$ cat src/rtl/act_sram_loader_pkg.sv
// Shared types and helpers for the activation SRAM loader.
// Holds the FSM encoding, bank/word geometry and the space-to-depth act placement.
// Pure declarations; no logic of its own.
package act_loader_pkg;

   typedef enum logic [1:0] {
      ST_IDLE = 2'd0,
      ST_LOAD = 2'd1,
      ST_LAST = 2'd2
   } state_t;

   localparam int NUM_BANKS     = 4;
   localparam int ACTS_PER_WORD = 16;

   // Act slot for a pixel: channel = {row[0],col[0]}, 2x2 position = {row[1],col[1]},
   // index = 15 - (4*channel + position), which is 15 - {channel, position}.
   function automatic logic [3:0] act_idx(input logic [1:0] row_lo, input logic [1:0] col_lo);
      logic [1:0] ch;
      logic [1:0] pos;
      ch  = {row_lo[0], col_lo[0]};
      pos = {row_lo[1], col_lo[1]};
      return 4'd15 - {ch, pos};
   endfunction

   // Active-low mask for the four acts a group of pixels from one row writes.
   function automatic logic [ACTS_PER_WORD-1:0] act_mask(input logic [1:0] row_lo);
      logic [ACTS_PER_WORD-1:0] m;
      m = '1;
      for (int k = 0; k < 4; k++) begin
         m[act_idx(row_lo, 2'(k))] = 1'b0;
      end
      return m;
   endfunction

endpackage

$ cat src/rtl/act_sram_loader_if.sv
// Pixel stream into the loader: valid/ready with a last-pixel tag.
// No latency; pure wiring.
// Source holds valid/data/last until ready is seen high at a clock edge.
interface act_sram_loader_if #(
   parameter int BW_PER_ACT = 8
);
   logic                  in_valid;
   logic                  in_ready;
   logic [BW_PER_ACT-1:0] in_data;
   logic                  in_last;

   modport master (
      output in_valid,
      output in_data,
      output in_last,
      input  in_ready
   );

   modport slave (
      input  in_valid,
      input  in_data,
      input  in_last,
      output in_ready
   );
endinterface

$ cat src/rtl/act_sram_loader_pack4.sv
// Packs four same-row pixels into one 16-act space-to-depth SRAM word plus its mask.
// Combinational, zero latency.
// No handshake; the caller registers the result when it issues the write.
module act_pack4
   import act_loader_pkg::*;
#(
   parameter int BW_PER_ACT = 8
) (
   input  logic [BW_PER_ACT-1:0]               p0,
   input  logic [BW_PER_ACT-1:0]               p1,
   input  logic [BW_PER_ACT-1:0]               p2,
   input  logic [BW_PER_ACT-1:0]               p3,
   input  logic [1:0]                          row_lo,
   output logic [ACTS_PER_WORD*BW_PER_ACT-1:0] wdata,
   output logic [ACTS_PER_WORD-1:0]            mask
);

   // Drop each tap into its act slot; slots this group does not own stay zero.
   always_comb begin
      wdata = '0;
      mask  = act_mask(row_lo);
      wdata[act_idx(row_lo, 2'd0) * BW_PER_ACT +: BW_PER_ACT] = p0;
      wdata[act_idx(row_lo, 2'd1) * BW_PER_ACT +: BW_PER_ACT] = p1;
      wdata[act_idx(row_lo, 2'd2) * BW_PER_ACT +: BW_PER_ACT] = p2;
      wdata[act_idx(row_lo, 2'd3) * BW_PER_ACT +: BW_PER_ACT] = p3;
   end

endmodule

$ cat src/rtl/act_sram_loader.sv
// Streams a raster IMG_H x IMG_W image into SRAM group A as space-to-depth words.
// One write per 4 accepted pixels, issued the cycle after the 4th pixel of a group.
// in_ready is high only while loading; in_valid low stalls counters and shift register.
module act_sram_loader
   import act_loader_pkg::*;
#(
   parameter int BW_PER_ACT = 8,
   parameter int IMG_W      = 28,
   parameter int IMG_H      = 28,
   parameter int ADDR_W     = 6,
   parameter int ROW_STRIDE = 4
) (
   input  logic                                clk,
   input  logic                                rst_n,
   input  logic                                start,
   input  logic [ADDR_W-1:0]                   base_addr,
   act_sram_loader_if.slave                    pix,
   output logic                                busy,
   output logic                                done,
   output logic                                err,
   output logic                                sram_wen_a0,
   output logic                                sram_wen_a1,
   output logic                                sram_wen_a2,
   output logic                                sram_wen_a3,
   output logic [ACTS_PER_WORD-1:0]            sram_bytemask_a,
   output logic [ADDR_W-1:0]                   sram_waddr_a,
   output logic [ACTS_PER_WORD*BW_PER_ACT-1:0] sram_wdata_a
);

   // One spare bit so row[2]/col[2] exist even for 4-pixel dimensions
   // and the row counter can step past the last row without wrapping.
   localparam int ROW_W = $clog2(IMG_H) + 1;
   localparam int COL_W = $clog2(IMG_W) + 1;

   state_t                              state_q, state_d;
   logic [ROW_W-1:0]                    row_q;
   logic [COL_W-1:0]                    col_q;
   logic [ADDR_W-1:0]                   base_q;
   // The three older pixels of the current group; the fourth is taken straight
   // from in_data so the word can be registered on the accepting edge.
   logic [2:0][BW_PER_ACT-1:0]          sr_q;
   logic [NUM_BANKS-1:0]                wen_q;
   logic [ACTS_PER_WORD-1:0]            mask_q;
   logic [ADDR_W-1:0]                   waddr_q;
   logic [ACTS_PER_WORD*BW_PER_ACT-1:0] wdata_q;

   logic                                start_go;
   logic                                accept;
   logic                                last_pix;
   logic                                grp_full;
   logic [1:0]                          bank_sel;
   logic [ADDR_W-1:0]                   waddr_d;
   logic [ACTS_PER_WORD*BW_PER_ACT-1:0] wdata_d;
   logic [ACTS_PER_WORD-1:0]            mask_d;

   assign pix.in_ready = (state_q == ST_LOAD);
   assign start_go     = start && (state_q == ST_IDLE);
   assign accept       = pix.in_valid && pix.in_ready;
   assign last_pix     = (row_q == ROW_W'(IMG_H - 1)) && (col_q == COL_W'(IMG_W - 1));
   assign grp_full     = accept && (col_q[1:0] == 2'b11);
   assign bank_sel     = {row_q[2], col_q[2]};
   assign waddr_d      = base_q
                       + ADDR_W'(row_q >> 3) * ADDR_W'(ROW_STRIDE)
                       + ADDR_W'(col_q >> 3);

   act_pack4 #(
      .BW_PER_ACT (BW_PER_ACT)
   ) u_pack (
      .p0     (sr_q[0]),
      .p1     (sr_q[1]),
      .p2     (sr_q[2]),
      .p3     (pix.in_data),
      .row_lo (row_q[1:0]),
      .wdata  (wdata_d),
      .mask   (mask_d)
   );

   // FSM state register.
   always_ff @(posedge clk or negedge rst_n) begin
      if (!rst_n) state_q <= ST_IDLE;
      else        state_q <= state_d;
   end

   // Next state: start opens a frame, the final pixel closes it, LAST lasts one cycle.
   always_comb begin
      state_d = state_q;
      case (state_q)
         ST_IDLE: if (start) state_d = ST_LOAD;
         ST_LOAD: if (accept && last_pix) state_d = ST_LAST;
         ST_LAST: state_d = ST_IDLE;
         default: state_d = ST_IDLE;
      endcase
   end

   // Raster position counters and the frame base address.
   always_ff @(posedge clk or negedge rst_n) begin
      if (!rst_n) begin
         row_q  <= '0;
         col_q  <= '0;
         base_q <= '0;
      end else if (start_go) begin
         row_q  <= '0;
         col_q  <= '0;
         base_q <= base_addr;
      end else if (accept) begin
         if (col_q == COL_W'(IMG_W - 1)) begin
            col_q <= '0;
            row_q <= row_q + 1'b1;
         end else begin
            col_q <= col_q + 1'b1;
         end
      end
   end

   // Pixel shift register; oldest pixel of the group ends up in sr_q[0].
   always_ff @(posedge clk or negedge rst_n) begin
      if (!rst_n)      sr_q <= '0;
      else if (accept) sr_q <= {pix.in_data, sr_q[2:1]};
   end

   // Frame status: busy spans start to done, done pulses after LAST, err is sticky per frame.
   always_ff @(posedge clk or negedge rst_n) begin
      if (!rst_n) begin
         busy <= 1'b0;
         done <= 1'b0;
         err  <= 1'b0;
      end else begin
         done <= (state_q == ST_LAST);
         if (start_go)                 busy <= 1'b1;
         else if (state_q == ST_LAST)  busy <= 1'b0;
         if (start_go)                             err <= 1'b0;
         else if (accept && (pix.in_last != last_pix)) err <= 1'b1;
      end
   end

   // Write port: one bank strobes for a single cycle per completed group; the rest hold.
   always_ff @(posedge clk or negedge rst_n) begin
      if (!rst_n) begin
         wen_q   <= '1;
         mask_q  <= '1;
         waddr_q <= '0;
         wdata_q <= '0;
      end else begin
         wen_q <= '1;
         if (grp_full) begin
            wen_q   <= ~(NUM_BANKS'(1) << bank_sel);
            mask_q  <= mask_d;
            waddr_q <= waddr_d;
            wdata_q <= wdata_d;
         end
      end
   end

   assign sram_wen_a0     = wen_q[0];
   assign sram_wen_a1     = wen_q[1];
   assign sram_wen_a2     = wen_q[2];
   assign sram_wen_a3     = wen_q[3];
   assign sram_bytemask_a = mask_q;
   assign sram_waddr_a    = waddr_q;
   assign sram_wdata_a    = wdata_q;

endmodule

$ cat src/flat_wrapper.sv
// flat-port wrapper written by rule: the top's interface ports become plain ports
module act_sram_loader_flat import act_loader_pkg::*;
#(
   parameter int BW_PER_ACT = 8,
   parameter int IMG_W      = 28,
   parameter int IMG_H      = 28,
   parameter int ADDR_W     = 6,
   parameter int ROW_STRIDE = 4
)
  (clk, rst_n, start, base_addr, busy, done, err, sram_wen_a0, sram_wen_a1, sram_wen_a2, sram_wen_a3, sram_bytemask_a, sram_waddr_a, sram_wdata_a, pix_in_valid, pix_in_data, pix_in_last, pix_in_ready);
  act_sram_loader_if #(.BW_PER_ACT(BW_PER_ACT)) pix_i ();
  input  logic clk;
  input  logic rst_n;
  input  logic start;
  input  logic [ADDR_W-1:0] base_addr;
  output logic busy;
  output logic done;
  output logic err;
  output logic sram_wen_a0;
  output logic sram_wen_a1;
  output logic sram_wen_a2;
  output logic sram_wen_a3;
  output logic [ACTS_PER_WORD-1:0] sram_bytemask_a;
  output logic [ADDR_W-1:0] sram_waddr_a;
  output logic [ACTS_PER_WORD*BW_PER_ACT-1:0] sram_wdata_a;
  input wire logic [$bits(pix_i.in_valid)-1:0] pix_in_valid;
  input wire logic [$bits(pix_i.in_data)-1:0] pix_in_data;
  input wire logic [$bits(pix_i.in_last)-1:0] pix_in_last;
  output wire logic [$bits(pix_i.in_ready)-1:0] pix_in_ready;
  assign pix_i.in_valid = pix_in_valid;
  assign pix_i.in_data = pix_in_data;
  assign pix_i.in_last = pix_in_last;
  assign pix_in_ready = pix_i.in_ready;
  act_sram_loader #(.BW_PER_ACT(BW_PER_ACT), .IMG_W(IMG_W), .IMG_H(IMG_H), .ADDR_W(ADDR_W), .ROW_STRIDE(ROW_STRIDE)) u_core (.clk(clk), .rst_n(rst_n), .start(start), .base_addr(base_addr), .pix(pix_i), .busy(busy), .done(done), .err(err), .sram_wen_a0(sram_wen_a0), .sram_wen_a1(sram_wen_a1), .sram_wen_a2(sram_wen_a2), .sram_wen_a3(sram_wen_a3), .sram_bytemask_a(sram_bytemask_a), .sram_waddr_a(sram_waddr_a), .sram_wdata_a(sram_wdata_a));
endmodule
$ cat config.mk
export PLATFORM = sky130hd
export DESIGN_NAME = act_sram_loader_flat
export DESIGN_NICKNAME = d
export VERILOG_FILES = /design/src/rtl/act_sram_loader_pkg.sv /design/src/rtl/act_sram_loader_if.sv /design/src/rtl/act_sram_loader_pack4.sv /design/src/rtl/act_sram_loader.sv /design/src/flat_wrapper.sv
export SDC_FILE = /design/constraint.sdc
export NUM_CORES = 1
export LEC_CHECK = 0
export CORE_MARGIN = 1
export CORE_UTILIZATION = 38
export DETAILED_ROUTE_END_ITERATION = 6
export DONT_BUFFER_PORTS = 1
export SLEW_MARGIN = 30
export SYNTH_ARGS = -nofsm -noshare
export SYNTH_HDL_FRONTEND = slang
export SYNTH_SLANG_ARGS = --single-unit
$ cat constraint.sdc
create_clock -name clk -period 2.5 [get_ports clk]
set_input_delay 0.5 -clock clk [delete_from_list [all_inputs] [get_ports clk]]
set_output_delay 0.5 -clock clk [all_outputs]
set_load 0.01 [all_outputs]
==> impl_metrics.toml <==
[timing]
tns_ps = 0
rsz0062_at_grt = "no"
finClkSkew_ps = 9.12
worst_slack_ps = 316
period_minus_slack_ps = 2180
relSlewSlack = 0.650
report.final.slew_viol_count = 0
timing.final.crit_share = 0.874
hold_viol = 187
worstMarginPinSlew_ps = 523
fmax_mhz = 458
whs_ps = -228
setup_viol = 0

[logic_synthesis]
syn_inst = 591
synth_top_cell_by_area = "dfrtp_1"
ys_seq_area_frac = 0.636
synth_area_mm2 = 0.00745
ys_warn_count = 0
synth-edff-count = 0
synth_top_area_frac = 0.608
synth_nets = 626
synth.ff_latch_count = 189
synthFlopType = "dfrtp_1"
yosysUniqueCellTypes = 42
synth-async-reset-ratio = 1.00
synth_area_leaders = "dfrtp_1 (61%), a22o_1 (15%), nand2_1 (5.8%), dfstp_2 (2.8%), ha_1 (2.4%)"
avgSynthCellArea_um2 = 12.6

[cts]
clk_path_buf_depth = 2
clock_sinks = 189
clkSlewWorstSetupHoldPaths_ps = 70
numCtsBuffers = 17
clk_latency_ps = 430
clockRootBuffer = "clkbuf_16"
cts_setup_buffers = 0
cts_tree = "yes"
htreeDepth = 4
cts.repair.resized = 0

[job]
drv_cap = 0

[final_layout]
finalNetCount = 607
layout_common_cells = "dfrtp_1 (181), a22o_1 (128), nand2_1 (115), clkbuf_16 (17), ha_1 (14)"
syn_to_final_growth_pct = 10.0
layout_commonest_cell = "dfrtp_1"
n_antenna_cell = 0
fillers = 1778
drive_gt1_frac = 0.106

[routing]
wl_per_cell_um = 21.2
drtPass1Iterations = 4
drc_errors = 0
antenna_left = 0
viasPerCell = 5.46
routed_wl_mm = 17.9
drt_iter0_drc = 253
vias = 4616

[setup_path]
timing.rr.end = "u_core.sram_waddr_a[5]"
cp_top_family = "adder cells"
crit_path_end_kind = "flip-flop"
regToRegSetupSlack_ps = 320
path_cells = "inv_1, fa_1, inv_1, fa_1, a21o_1, a21oi_1, xnor2_1, o21ai_0"
rr_worst_depth = 8
cp_data_required_time_ps = 2790
crit-reg2reg-launch = "u_core.row_q[3]"
path_class = "reg2reg"
critical_path_depth = 8
critPathSlowestCell = "fa_1"
crit_buf_inv = 2
critPathMaxFanout = 5
crit_path_start_kind = "flip-flop"
arrival_ps = 2480
slowest_delay_ps = 480

[grt]
grt_max_degree = 190
grt-ovfl-total = 0
grt.total_usage = 0.185
grt_antenna_before_repair = 0
grt_pass1_vias = 4634
grt_pass1_wl_mm = 28.1

[pwr]
power.leakage_uw = 0.00402
ir_worst_vdd_v = 0.000480
power_density_mw_per_mm2 = 927

[place]
gp_congestion = 0.760
place_ws_ps = 324
dp_hpwl_mm = 11.6
io_buffers = 0

[floorplanning]
die_area_mm2 = 0.0202
die_y_um = 142
core_area_mm2 = 0.0190
rows = 50
pin_count = 177
die_w_um = 142
start_util = 0.393

[run_status]
violations = "hold timing"
outcome = "finished with violations"

[hold_path]
hold_class = "in2async"
## registers in the layout (all words and copies together), names as in the netlist
| register | flops |
|---|---|
| u_core.done | 1 |
| u_core.col_q | 6 |
| u_core.err | 1 |
| u_core.sr_q | 24 |
| u_core.sram_bytemask_a | 4 |
| u_core.sram_waddr_a | 6 |
| u_core.wen_q | 4 |
| u_core.state_q | 2 |
| u_core.base_q | 6 |
| u_core.busy | 1 |
| u_core.sram_wdata_a | 128 |
| u_core.row_q | 6 |
## report_power, final
group	leakage [uW]	switching, uW	internal (uW)	total [uW]
registers	0.00251	647	3500	4150
logic	0.00122	389	345	733
clock network	0.000288	1250	1470	2720
## Yosys cell counts (2+ instances only)
master and instances:
nand2_1 115, buf_4 18, nand4b_1 3, dfrtp_1 181, clkbuf_1 15, nor2_1 10, a22o_1 128, nand3_1 6
nor3_2 2, buf_2 15, dfstp_2 8, nand3b_1 4, nor2_4 2, a21oi_1 7, and4b_1 2, xnor2_1 6
a21o_1 3, nand4_1 2, inv_1 9, fa_1 2, ha_1 14, or3_1 2, nor2b_1 2, mux2i_1 4
and2_1 2, o21ai_0 13
## cell type report
type	count	area (um^2)	area share
Sequential cell	189	4740	0.578
Multi-Input combinational cell	344	2400	0.293
Clock buffer	19	453	0.0553
Tap cell	260	325	0.0397
Clock inverter	13	145	0.0177
Timing Repair Buffer	11	95.1	0.0116
Inverter	9	33.8	0.00412
## worst reg2reg max path: stages, from the launching register on
cell and delay (ps):
dfrtp_1 430, inv_1 70, fa_1 480, inv_1 70, fa_1 450, a21o_1 190
a21oi_1 170, xnor2_1 130, o21ai_0 80
## metal layers
| metal | GRT usage | up-vias | routed length, um |
|---|---|---|---|
| li1 | - | 2054 | - |
| met1 | 0.244 | 2386 | 7920 |
| met2 | 0.294 | 156 | 8520 |
| met3 | 0.0538 | 20 | 1240 |
| met4 | 0.0577 | 0 | 224 |
| met5 | 0 | - | 0 |
## cell families (layout without fill, tap and decap cells)
logic type	count (synthesis)	count (layout)	share of synthesized area
AO/OA/AOI/OAI	153	153	0.169
XOR/XNOR	7	7	0.00823
flip-flops	189	189	0.636
multiplexers	4	4	0.00537
AND/OR/NAND/NOR	164	164	0.111
adder cells (fa/ha/maj)	16	16	0.0289
buffers and inverters	58	52	0.0418
## metrics by stage
step	instance area [um^2]	util	cells	total power, uW
6_report	8200	0.432	845	7600
2_1_floorplan	7450	-	591	4750
3_3_place_gp	7600	0.401	813	4910
3_5_place_dp	7600	0.401	813	4950
5_1_grt	8200	0.432	845	7990
4_1_cts	8200	0.432	845	7690
## worst max path at each step
| stage | startpoint | endpoint | slack [ps] |
|---|---|---|---|
| floorplan | u_core.col_q[5] | u_core.sram_waddr_a[5] | 320 |
| global placement | u_core.row_q[3] | u_core.sram_waddr_a[5] | 330 |
| detailed placement | u_core.row_q[3] | u_core.sram_waddr_a[5] | 320 |
| CTS | u_core.row_q[3] | u_core.sram_waddr_a[5] | 310 |
| global route | u_core.row_q[3] | u_core.sram_waddr_a[5] | 190 |
| finish | u_core.row_q[3] | u_core.sram_waddr_a[5] | 320 |
No activity file was read; power rests on OpenSTA's default activity.
